===== src/rtl/flowing_led_engine.sv =====
// Multi-mode flowing-LED generator: dot bounce, seed bounce, rotate and fill/drain
// patterns stepped by a built-in prescaler, with pause, reload and end-of-travel pulse.
module flowing_led_engine #(
    parameter int N_LED    = 16,
    parameter int TICK_DIV = 25_000_000
) (
    input  logic             clk_50MHz,
    input  logic             rst,
    input  logic             stop,
    input  logic [1:0]       mode,
    input  logic             load,
    input  logic [N_LED-1:0] seed,
    output logic [N_LED-1:0] led_out,
    output logic             dir,
    output logic             tick,
    output logic             end_pulse
);

    localparam int CNT_W = (TICK_DIV > 1) ? $clog2(TICK_DIV) : 1;
    localparam logic [CNT_W-1:0] CNT_MAX = CNT_W'(TICK_DIV - 1);
    localparam logic [N_LED-1:0] ONE_HOT0 = {{(N_LED-1){1'b0}}, 1'b1};

    typedef enum logic [1:0] {
        DOT_BOUNCE  = 2'd0,
        SEED_BOUNCE = 2'd1,
        ROTATE      = 2'd2,
        FILL_DRAIN  = 2'd3
    } mode_e;

    mode_e            mode_in, mode_q, mode_d;
    logic [CNT_W-1:0] cnt, cnt_d;
    logic [N_LED-1:0] led_d, step_led, sh_up, sh_dn;
    logic             dir_d, tick_d, end_d, step_dir, step_end;

    assign mode_in = mode_e'(mode);
    assign sh_up   = {led_out[N_LED-2:0], 1'b0};
    assign sh_dn   = {1'b0, led_out[N_LED-1:1]};

    function automatic logic [N_LED-1:0] init_pattern(input mode_e m, input logic [N_LED-1:0] s);
        case (m)
            DOT_BOUNCE:          init_pattern = ONE_HOT0;
            SEED_BOUNCE, ROTATE: init_pattern = s;
            default:             init_pattern = '0;
        endcase
    endfunction

    // Pattern advance for one step, evaluated from the latched mode only.
    always_comb begin
        step_led = led_out;
        step_dir = dir;
        step_end = 1'b0;
        case (mode_q)
            DOT_BOUNCE, SEED_BOUNCE: begin
                if (led_out == '0) begin
                    step_led = led_out;
                end else if (led_out[N_LED-1] && led_out[0]) begin
                    step_dir = ~dir;
                    step_end = 1'b1;
                end else if (dir) begin
                    if (!led_out[N_LED-1]) begin
                        step_led = sh_up;
                    end else begin
                        step_dir = 1'b0;
                        step_led = sh_dn;
                        step_end = 1'b1;
                    end
                end else begin
                    if (!led_out[0]) begin
                        step_led = sh_dn;
                    end else begin
                        step_dir = 1'b1;
                        step_led = sh_up;
                        step_end = 1'b1;
                    end
                end
            end
            ROTATE: begin
                step_dir = 1'b1;
                step_led = {led_out[N_LED-2:0], led_out[N_LED-1]};
                step_end = led_out[N_LED-1];
            end
            default: begin
                if (dir) begin
                    if (led_out != '1) begin
                        step_led = {led_out[N_LED-2:0], 1'b1};
                    end else begin
                        step_dir = 1'b0;
                        step_led = sh_dn;
                        step_end = 1'b1;
                    end
                end else begin
                    if (led_out != '0) begin
                        step_led = sh_dn;
                    end else begin
                        step_dir = 1'b1;
                        step_led = ONE_HOT0;
                        step_end = 1'b1;
                    end
                end
            end
        endcase
    end

    // Priority: mode change > load > stop > prescaler step.
    always_comb begin
        mode_d = mode_q;
        cnt_d  = cnt;
        led_d  = led_out;
        dir_d  = dir;
        tick_d = 1'b0;
        end_d  = 1'b0;
        if (mode_in != mode_q) begin
            mode_d = mode_in;
            cnt_d  = '0;
            dir_d  = 1'b1;
            led_d  = init_pattern(mode_in, seed);
        end else if (load) begin
            cnt_d = '0;
            dir_d = 1'b1;
            led_d = init_pattern(mode_q, seed);
        end else if (!stop) begin
            if (cnt == CNT_MAX) begin
                cnt_d  = '0;
                tick_d = 1'b1;
                led_d  = step_led;
                dir_d  = step_dir;
                end_d  = step_end;
            end else begin
                cnt_d = cnt + CNT_W'(1);
            end
        end
    end

    always_ff @(posedge clk_50MHz or posedge rst) begin
        if (rst) begin
            mode_q    <= DOT_BOUNCE;
            cnt       <= '0;
            led_out   <= ONE_HOT0;
            dir       <= 1'b1;
            tick      <= 1'b0;
            end_pulse <= 1'b0;
        end else begin
            mode_q    <= mode_d;
            cnt       <= cnt_d;
            led_out   <= led_d;
            dir       <= dir_d;
            tick      <= tick_d;
            end_pulse <= end_d;
        end
    end

endmodule


===== config.mk =====
export PLATFORM = sky130hd
export DESIGN_NAME = flowing_led_engine
export DESIGN_NICKNAME = d
export VERILOG_FILES = /design/src/rtl/flowing_led_engine.sv
export SDC_FILE = /design/constraint.sdc
export NUM_CORES = 1
export LEC_CHECK = 0
export CORE_MARGIN = 2
export CORE_UTILIZATION = 50
export DETAILED_ROUTE_END_ITERATION = 8
export PLACE_DENSITY = 0.68
export SYNTH_ARGS = -nofsm -noshare
export SYNTH_HDL_FRONTEND = slang
export SYNTH_SLANG_ARGS = --single-unit
export TNS_END_PERCENT = 100

===== constraint.sdc =====
create_clock -name clk_50MHz -period 3.5 [get_ports clk_50MHz]
set_input_delay 0.7 -clock clk_50MHz [delete_from_list [all_inputs] [get_ports clk_50MHz]]
set_output_delay 0.7 -clock clk_50MHz [all_outputs]
set_load 0.02 [all_outputs]

### Word-level counts from Yosys, hierarchy flattened

Index checks and enable logic that the tools add are counted.

* register bits after elaboration: 46
* latch bits: 0
* memory bits (writable): 0
* ROM bits: 0
* input port bits: 22
* output and inout bits: 19
* logic and storage cells: 76
* memories kept: 0

* add/sub/neg operators: 1
* $mul: 0
* div/mod/pow operators: 0
* order comparisons: 0
* equal/unequal tests: 10
* shift operators: 0
* mux-type cells: 47
* bitwise logic cells: 1
* reduce and logical (&&, ||, !) cells: 11

Operators by type and width (count)
* 16-bit 2-to-1 mux: 11
* 25-bit 2-to-1 mux: 4
* 16-bit case mux with 2 select lines: 3
* 1-bit 2-to-1 mux: 26
* 25-bit by 1-bit adder with 25-bit output, second input constant: 1
* 25-bit == test, second input constant: 1
* 16-bit zero test: 1
* 16-bit inequality test, second input constant: 1
* 16-bit nonzero test: 1
* 15-bit 2-to-1 mux: 1
* 4-bit inequality test, second input constant: 2
* 2-bit OR reduction: 3
* 2-bit by 1-bit == test with 1-bit output, second input constant: 2
* 2-bit == test, second input constant: 2
* 2-bit zero test: 2
* 1-bit case mux with 2 select lines: 2
* 4-bit AND reduction: 1
* 3-bit by 1-bit inequality test with 1-bit output, second input constant: 1
* 3-bit AND reduction: 1
* 3-bit nonzero test: 1
* 2-bit inequality test: 1
* 1-bit logical AND: 1
* 1-bit inverter: 1

### Depth between registers and ports, before layout

Gate-level depths: netlist (run 1).

* word-level depth: 9
* mapped depth: 9
* depth with buffers taken out: 7

### Worst setup path before layout (run 1)

Ideal clock, no wire load.

* path kind: input to register
* start point: input port load
* end point: register cnt[24]
* setup time: 0.077 ns
* arrival: 2.310 ns
* data required time: 3.423 ns
* slack: 1.112 ns
* stages: 7
* path buffers: 2
* cell sequence: clkbuf_1 > inv_1 > and4_1 > buf_2 > or4_4 > or3_1 > a21oi_1

* word-level cells in the longest chain between the ends: 2
* elaborated cells between the ends (all ways): 3
* classes of those cells: eq/ne: 1; mux: 2

Ends and longest elaborated chain
* from (decl): line 11 `input logic load,`
* 25-bit 2-to-1 mux: line 117 `end else if (load) begin`
* 25-bit 2-to-1 mux: line 112 `if (mode_in != mode_q) begin`
* to (signal assigned): line 144 `cnt <= cnt_d;`
* to (decl): line 31 `logic [CNT_W-1:0] cnt, cnt_d;`

Several ways; a longest one is shown, not always the timed one.
A chain may end at the register's enable or synchronous reset.

### Worst setup path in the final report (run 1)

* start point: register led_out[0]
* end point: register led_out[5]

* word-level cells in the longest chain between the ends: 9
* elaborated cells between the ends (all ways): 19
* classes of those cells: eq/ne: 3; mux: 12; reduce/logical: 4

Ends and longest elaborated chain
* from (decl): line 13 `output logic [N_LED-1:0] led_out,`
* from (signal assigned): line 145 `led_out <= led_d;`
* parallel branches: the longest is 9 deep, another holds 16-bit inequality test

Several ways; the timed one is not identified. The select of a mux whose other input is x is not followed.

==> results.toml, run 1 <==
[status]
outcome = "complete, no violations"

[timing]
clock_skew_ns = 0.00975
fin_crit_sh_pct = 76.4
grt_setup_unrepaired = "no"
hold_viol_final = 0
worst_pin_slew_ns = 0.963
tns_ns = 0
fin_crit_ns = 2.67
fmax_mhz = 374
drv_slew = 0
relSlewSlack_pct = 35.7
setup_violations = 0

[logic_synthesis]
synth_commonest_cells = "46 x nand2_1, 44 x dfrtp_1, 28 x clkbuf_1"
synth_area_leaders = "dfrtp_1 30%, nand2_1 4.8%, xnor2_1 4.6%"
synth.distinct_cells = 59
async_flop_share_pct = 100
synth.top_cell.area_share_pct = 30.4
synth_cells = 447
netlist.top_cell.by_area = "dfrtp_1"
synth-main-ff-cell = "dfrtp_1"
synth_edf_count = 0
synth-seq-area-share_pct = 31.9
synth-seq-cells = 46
synth_area_mm2 = 0.00362
yosys_warnings = 0
avgSynthCellArea_um2 = 8.10
syn_nets = 476
synthMostInstantiatedCell = "nand2_1"

[drt]
antenna_left = 0
drt_iter0_drc = 329
drt_wl_total_um = 10300
vias = 3649
vias_per_cell = 6.36
wl_per_cell_um = 18.0
drcViolationCount = 0
drtPass1Iterations = 7

[finish]
final_layout_size_suffix_gt1_share_pct = 10.5
fin_cells = 574
nNetsFinal = 503
seq_area_mm2 = 0.00115
multi_input_area_mm2 = 0.00221
final_core_util_pct = 59.6
syn_to_final_growth_pct = 17.4
diodes = 0
n_fill_cell = 669

[worst_setup_path]
required_ns = 3.72
path_cells = "nand4_1, buf_4, or4_1, o211ai_1, o21ai_0, a31oi_1"
crit_path_top_delay_cell = "dfstp_2"
max_stage_delay_ns = 0.67
path_max_fanout = 12
crit_type = "reg2reg"
critical_path_arrival_ns = 2.90
end_kind = "flop"
start_kind = "flop"

[power]
combPwrFrac_pct = 26.9
p_clk_share_pct = 31.9
p_int_mw = 1.05
p_sw_mw = 0.496
switching_share_pct = 32.1
p_leak_nw = 1.51
power_density_mw_per_mm2 = 364
peakVddDrop_mv = 0.262
seq_power_share_pct = 41.2

[min_path]
hold_class = "reg2reg"

[floorplanning]
num_rows = 31
start_util_pct = 50.7
die_w_um = 89.1
io_pins = 41
die_y_um = 89.1
dieArea_mm2 = 0.00794
core_region_area_mm2 = 0.00714

[clock_tree]
clk-insertion-delay-late_ns = 0.30
path_clk_slew_ns = 0.09
cts_tree = "yes"
htreeDepth = 2
cts.sinks = 46
ctsResizeCount = 0
ctsHoldBuffers = 0
post_cts_buffers = 0
cts_buffers = 5
clock_path_buffers = 2
cts-root-buf = "clkbuf_8"

[placed_design]
io_buffers = 40
dp_hpwl_um = 7310
dp_cells = 566
gp_congestion = 0.897

[grt]
antenna_found_initial = 0
grt_max_degree = 47
grt.overflow.total = 0
grt_pass1_vias = 3521
grt_pass1_wl_um = 17200
track_usage_pct = 27.6

[job]
max_cap_violations = 0
==> layout by cell type (no fill, tap or decap), types with 4 or more instances in the layout <==
master	Yosys	routed
nand2_1	46	46
dfrtp_1	44	44
clkdlybuf4s50_1	0	40
nor2_1	26	26
inv_1	25	24
nor3_1	22	22
a31oi_1	21	21
o21ai_0	20	20
xnor2_1	19	19
buf_4	1	17
nor2b_1	16	16
o211ai_1	14	14
nand4_1	13	13
a21oi_1	13	13
o41ai_1	12	12
and3_1	12	12
nand3_1	11	11
a41oi_1	9	9
or3_1	9	9
nor4_1	7	7
ha_1	7	7
clkbuf_8	0	6
or4_1	5	5
o31ai_1	4	4
==> layer usage <==
layer  track usage (%)  vias to the layer above  routed length (um)
li1                  -                     1715                   -
met1              38.9                     1741                4520
met2              43.5                      172                4940
met3              3.51                       21                 644
met4              10.3                        0                 221
met5                 0                        -                   0
==> sequential cells by signal, summed over array words and instances (netlist names) <==
register and flops:
cnt 25, mode_q 2, end_pulse 1, dir 1, led_out 16, tick 1
==> power by group through the flow <==
stage          combinational [mW]  clock [mW]  sequential (mW)
4_1_cts                     0.414       0.504            0.633
2_1_floorplan               0.233           0            0.650
3_3_place_gp                0.407           0            0.644
6_report                    0.417       0.494            0.637
3_5_place_dp                0.412           0            0.644
5_1_grt                     0.454       0.525            0.641
==> logic make-up after synthesis <==
kind of cell	synth area share [%]
flops	31.9
buf+inv	7.15
fa+ha+maj	2.42
compound gates	24.3
mux	1.04
simple gates	28.0
xor+xnor	5.32
==> critical path, delay by kind of cell, from the launching register on <==
family / cells / cell delay, ns
compound gates: 3 / 1.10
buf+inv: 1 / 0.21
flops: 1 / 0.67
simple gates: 2 / 0.61
==> through the flow <==
step           instance area [um2]  power (mW)  hold WS, ns  worst slack [ns]
2_1_floorplan                 3620       0.882        0.519              1.11
3_3_place_gp                  4110        1.05        0.544             0.632
3_5_place_dp                  4110        1.06        0.545             0.543
4_1_cts                       4250        1.55        0.558             0.862
5_1_grt                       4250        1.62        0.581             0.627
6_report                      4250        1.55        0.555             0.826
==> area by class of cell <==
class	instances	share of cell area (%)
clock buffer	6	1.94
clock inverter	2	1.41
inverter	25	2.21
multi-input combinational	339	52.0
sequential	46	27.1
tap	99	2.91
timing repair buffer	57	12.4
==> worst paths after layout <==
check,startpoint,to,slack [ns],cells after the start
setup / recovery,led_out[0],led_out[5],0.83,6
hold / removal,cnt[1],cnt[1],0.55,2
setup reg to reg,led_out[0],led_out[5],0.83,6
hold reg to reg,cnt[1],cnt[1],0.55,2
max in group asynchronous,rst,led_out[11],1.96,2
min in group asynchronous,rst,end_pulse,0.93,2
Power figures use the tool's default switching activity.
==> run 2, diff against run 1 <==
- clock period: 3.5 -> 2.8 ns (I/O delays scaled with it)
==> run 2 against run 1 <==
  * Sequential power grew 21%
  * Final cell count grew 3.0%
  * Via count increased by 0.33%
  * Largest cell class unchanged
  * Critical path depth did not move
  * Register-to-register slack lost 0.52 ns
  * Maximum frequency is 7.3% higher
  * Flip-flop and latch count unchanged
  * Power rose by 14%
  * Hold slack gained 0.0061 ns
  * Worst setup slack worse by 0.52 ns
  * Cell area is 1.8% higher
==> results.toml, run 2 (same netlist as run 1, synthesis figures left out) <==
[status]
outcome = "complete, no violations"

[drt]
wl_per_cell_um = 17.7
drcViolationCount = 0
antenna_left = 0
drt_wl_total_um = 10400
drtPass1Iterations = 5
vias = 3661
drt_iter0_drc = 272
vias_per_cell = 6.19

[grt]
grt_util_met3_pct = 3.51
met2_usage_pct = 41.3
busiest_layer = "met2"
track_usage_pct = 26.8
grt_max_degree = 47
grt_pass1_wl_um = 16600
grt.overflow.total = 0
grt_pass1_vias = 3293
antenna_found_initial = 0
met1_usage_pct = 38.9

[placed_design]
pre_cts_ws_ns = 0.0547
dpl-instance-area_mm2 = 0.00424
io_buffers = 40
gp_congestion = 0.945
dp_hpwl_um = 7560
dp_cells = 582

[power]
p_leak_nw = 1.57
power_density_mw_per_mm2 = 406
power_mw = 1.76
peakVddDrop_mv = 0.284

[worst_setup_path]
start_kind = "flop"
end_kind = "flop"
path_max_fanout = 9
reg2reg_depth = 6
critPathBufInv = 1
path_cells = "or4_4, o41ai_1, o211ai_1, buf_4, o21ai_0, a31oi_1"
crit_path_top_delay_cell = "or4_4"
critPathTopFamily = "compound AO/OA/AOI/OAI gates"
crit_type = "reg2reg"
cp_num_cells = 6
max_stage_delay_ns = 0.56
required_ns = 2.96
critical_path_arrival_ns = 2.66

[finish]
final_core_util_pct = 60.6
reg_top3 = "cnt x25, led_out x16, mode_q x2"
diodes = 0
fin_cells = 591
regMostFlops = "cnt"
multi_input_area_mm2 = 0.00221
n_fill_cell = 677
layout_commonest_cell = "nand2_1"
final_layout_size_suffix_gt1_share_pct = 13.0
fin_area_mm2 = 0.00433
layout_common_cells = "46 x nand2_1, 44 x dfrtp_1, 40 x clkdlybuf4s50_1"
seq_area_mm2 = 0.00115
syn_to_final_growth_pct = 19.5
nNetsFinal = 520
largest_register_ffs = 25

[floorplanning]
die_w_um = 89.1
core_region_area_mm2 = 0.00714
io_pins = 41
start_util_pct = 50.7
num_rows = 31
die_y_um = 89.1
dieArea_mm2 = 0.00794

[clock_tree]
cts.sinks = 46
path_clk_slew_ns = 0.09
cts-root-buf = "clkbuf_8"
htreeDepth = 2
clock_path_buffers = 2
cts_tree = "yes"
clk-insertion-delay-late_ns = 0.30
cts_buffers = 5

[timing]
whs_ns = 0.561
hold_viol_final = 0
fin_crit_ns = 2.49
drv_slew = 0
fmax_mhz = 401
setup_ws_ns = 0.309
clock_skew_ns = 0.00860
setup_violations = 0
relSlewSlack_pct = 56.0
worst_pin_slew_ns = 0.660
grt_setup_unrepaired = "no"
tns_ns = 0
fin_crit_sh_pct = 89.0

[min_path]
hold_class = "reg2reg"
hold_depth = 2

[job]
max_cap_violations = 0
run 2: cell type report:
class / count / area share (%)
Timing Repair Buffer: 74 / 15.4
Sequential cell: 46 / 26.7
Tap cell: 99 / 2.86
Clock buffer: 8 / 1.85
Multi-Input combinational cell: 339 / 51.0
Inverter: 25 / 2.17
run 2: worst min-delay path, stage by stage (launching register included):
cell	delay, ns
dfrtp_1	0.40
nand2_1	0.07
a21oi_1	0.06
run 2: where the power goes:
| part | internal (mW) | leakage, nW | switching, mW |
|---|---|---|---|
| clock | 0.178 | 0.0395 | 0.219 |
| sequential | 0.704 | 0.612 | 0.0683 |
| combinational | 0.264 | 0.913 | 0.325 |
run 2: per-layer routing:
layer	wire, um	share of wire (%)
met3	729	7.0
met2	4930	47
met4	220	2.1
met5	0	0
met1	4560	44
run 2: worst paths after layout:
kind	start	end	slack, ns
hold reg to reg	cnt[1]	cnt[1]	0.56
min in group asynchronous	rst	led_out[14]	0.72
setup / recovery	led_out[13]	led_out[5]	0.31
setup reg to reg	led_out[13]	led_out[5]	0.31
max in group asynchronous	rst	cnt[10]	1.66
hold / removal	cnt[1]	cnt[1]	0.56
run 2: repair_timing:
| action | in CTS | in global routing |
|---|---|---|
| buffers inserted | 0 | 1 |
| hold buffers | 0 | 0 |
| resized for setup | 0 | 0 |
| hold endpoints to repair | 0 | 0 |
| setup endpoints to repair | 0 | 1 |
==> run 3, diff against run 2 <==
- CORE_UTILIZATION: 50 -> 40
- CTS_BUF_LIST: default -> sky130_fd_sc_hd__clkbuf_16
- PLACE_DENSITY: 0.68 -> 0.56
==> run 3 against run 2 <==
  * Count of clock-buffer cells in the layout fell by 3
  * Largest cell class unchanged
  * Clock skew shrank 0.0014 ns
  * Clock power increased by 70%
  * Worst setup slack lost 0.052 ns
  * Routed wire length increased by 6.2%
  * Utilization is 9.7 points lower
  * First-iteration DRC count decreased by 41%
  * Maximum frequency shrank 2.1%
  * Final cell count increased by 2.0%
  * Critical path depth shrank 1
  * Sequential share of layout area shrank 0.79 points
==> results.toml, run 3 (same netlist as run 1, synthesis figures left out) <==
[status]
outcome = "complete, no violations"

[drt]
drtPass1Iterations = 4
drt_wl_total_um = 11100
drcViolationCount = 0
wl_per_cell_um = 18.4
drt_iter0_drc = 161
vias_per_cell = 6.00
antenna_left = 0
vias = 3618

[timing]
fin_crit_ns = 2.54
relSlewSlack_pct = 60.2
worst_pin_slew_ns = 0.597
setup_violations = 0
setup_ws_ns = 0.257
drv_slew = 0
grt_setup_unrepaired = "no"
fin_crit_sh_pct = 90.8
clock_skew_ns = 0.00716
hold_viol_final = 0
tns_ns = 0
whs_ns = 0.565
fmax_mhz = 393

[floorplanning]
core_region_area_mm2 = 0.00876
die_w_um = 99.1
die_y_um = 99.1
io_pins = 41
num_rows = 34
start_util_pct = 41.3
dieArea_mm2 = 0.00983

[grt]
grt_pass1_wl_um = 18400
grt_pass1_vias = 3476
track_usage_pct = 23.3
grt.overflow.total = 0
antenna_found_initial = 0
grt_max_degree = 32

[finish]
final_core_util_pct = 50.9
layout_commonest_cell = "nand2_1"
reg_top3 = "cnt x25, led_out x16, mode_q x2"
syn_to_final_growth_pct = 23.2
seq_area_mm2 = 0.00115
diodes = 0
nNetsFinal = 523
largest_register_ffs = 25
multi_input_area_mm2 = 0.00221
n_fill_cell = 858
regMostFlops = "cnt"
final_layout_size_suffix_gt1_share_pct = 13.9
layout_common_cells = "46 x nand2_1, 44 x dfrtp_1, 40 x clkdlybuf4s50_1"

[placed_design]
dp_hpwl_um = 8180
io_buffers = 40
gp_congestion = 0.856
pre_cts_ws_ns = 0.186

[clock_tree]
cts_tree = "yes"
ctsHoldBuffers = 0
htreeDepth = 2
ctsResizeCount = 0
clk-insertion-delay-late_ns = 0.28
cts_buffers = 5
cts-root-buf = "clkbuf_16"
post_cts_buffers = 0
path_clk_slew_ns = 0.07
clock_path_buffers = 2
cts.sinks = 46

[worst_setup_path]
crit_type = "reg2reg"
critical_path_arrival_ns = 2.70
path_max_fanout = 9
reg2reg_from = "led_out[13]"
cp-endpoint = "led_out[2]"
r2r_slack_ns = 0.26
end_kind = "flop"
required_ns = 2.95
reg2reg_depth = 5
startpoint = "led_out[13]"
r2r_end = "led_out[2]"
start_kind = "flop"

[min_path]
hold_class = "reg2reg"
hold_start = "cnt[1]"

[power]
p_leak_nw = 1.63
peakVddDrop_mv = 0.261
power_density_mw_per_mm2 = 457

[job]
max_cap_violations = 0
## run 3: cell types whose count changed in the layout (fill, tap and decap cells not counted), sizes merged
| cell | delta |
|---|---|
| buf | +3 |
| clkbuf | -3 |
| bufinv | +1 |
| clkinvlp | +1 |
| inv | +1 |
## run 3: worst min path at each step
stage                     endpoint  slack, ns  depth (start not counted)
after global placement      cnt[1]       0.54                          2
after global routing        cnt[1]       0.60                          2
after CTS                   cnt[1]       0.57                          2
after detailed placement   cnt[14]       0.55                          2
final                       cnt[1]       0.56                          2
after floorplan             cnt[1]       0.52                          2
## run 3: layout make-up
class	count	area share, %
multi-input cells	339	49.5
flip-flops and latches	46	25.9
repair buffers	77	15.8
well taps	108	3.03
clock buffers	5	2.81
inverters	25	2.10
clock inverters	3	0.926
## run 3: worst max-delay path, stage by stage (launching register included)
cell and delay (ns):
dfrtp_1 0.56, nand4_1 0.36, or4_1 0.71, and3_1 0.24, o31ai_1 0.40, a31oi_2 0.14
## run 3: power by group
| group | switching (mW) | internal, mW | total, mW |
|---|---|---|---|
| Sequential | 0.0627 | 0.705 | 0.768 |
| Combinational | 0.333 | 0.266 | 0.599 |
| Clock | 0.254 | 0.418 | 0.672 |
| Total | 0.649 | 1.39 | 2.04 |
## run 3: per-layer routing
layer	up-vias	GRT usage [%]	part of all wire [%]
met4	0	8.64	2.9
met3	22	2.95	3.7
met5	-	0	0
li1	1750	-	-
met1	1767	33.9	48
met2	79	35.7	46
## run 3: per-stage QoR
stage	area [um2]	std cells	total power, mW
floorplan	3620	447	1.10
global placement	4290	595	1.37
detailed placement	4290	595	1.37
CTS	4460	603	2.05
global route	4460	603	2.14
finish	4460	603	2.04
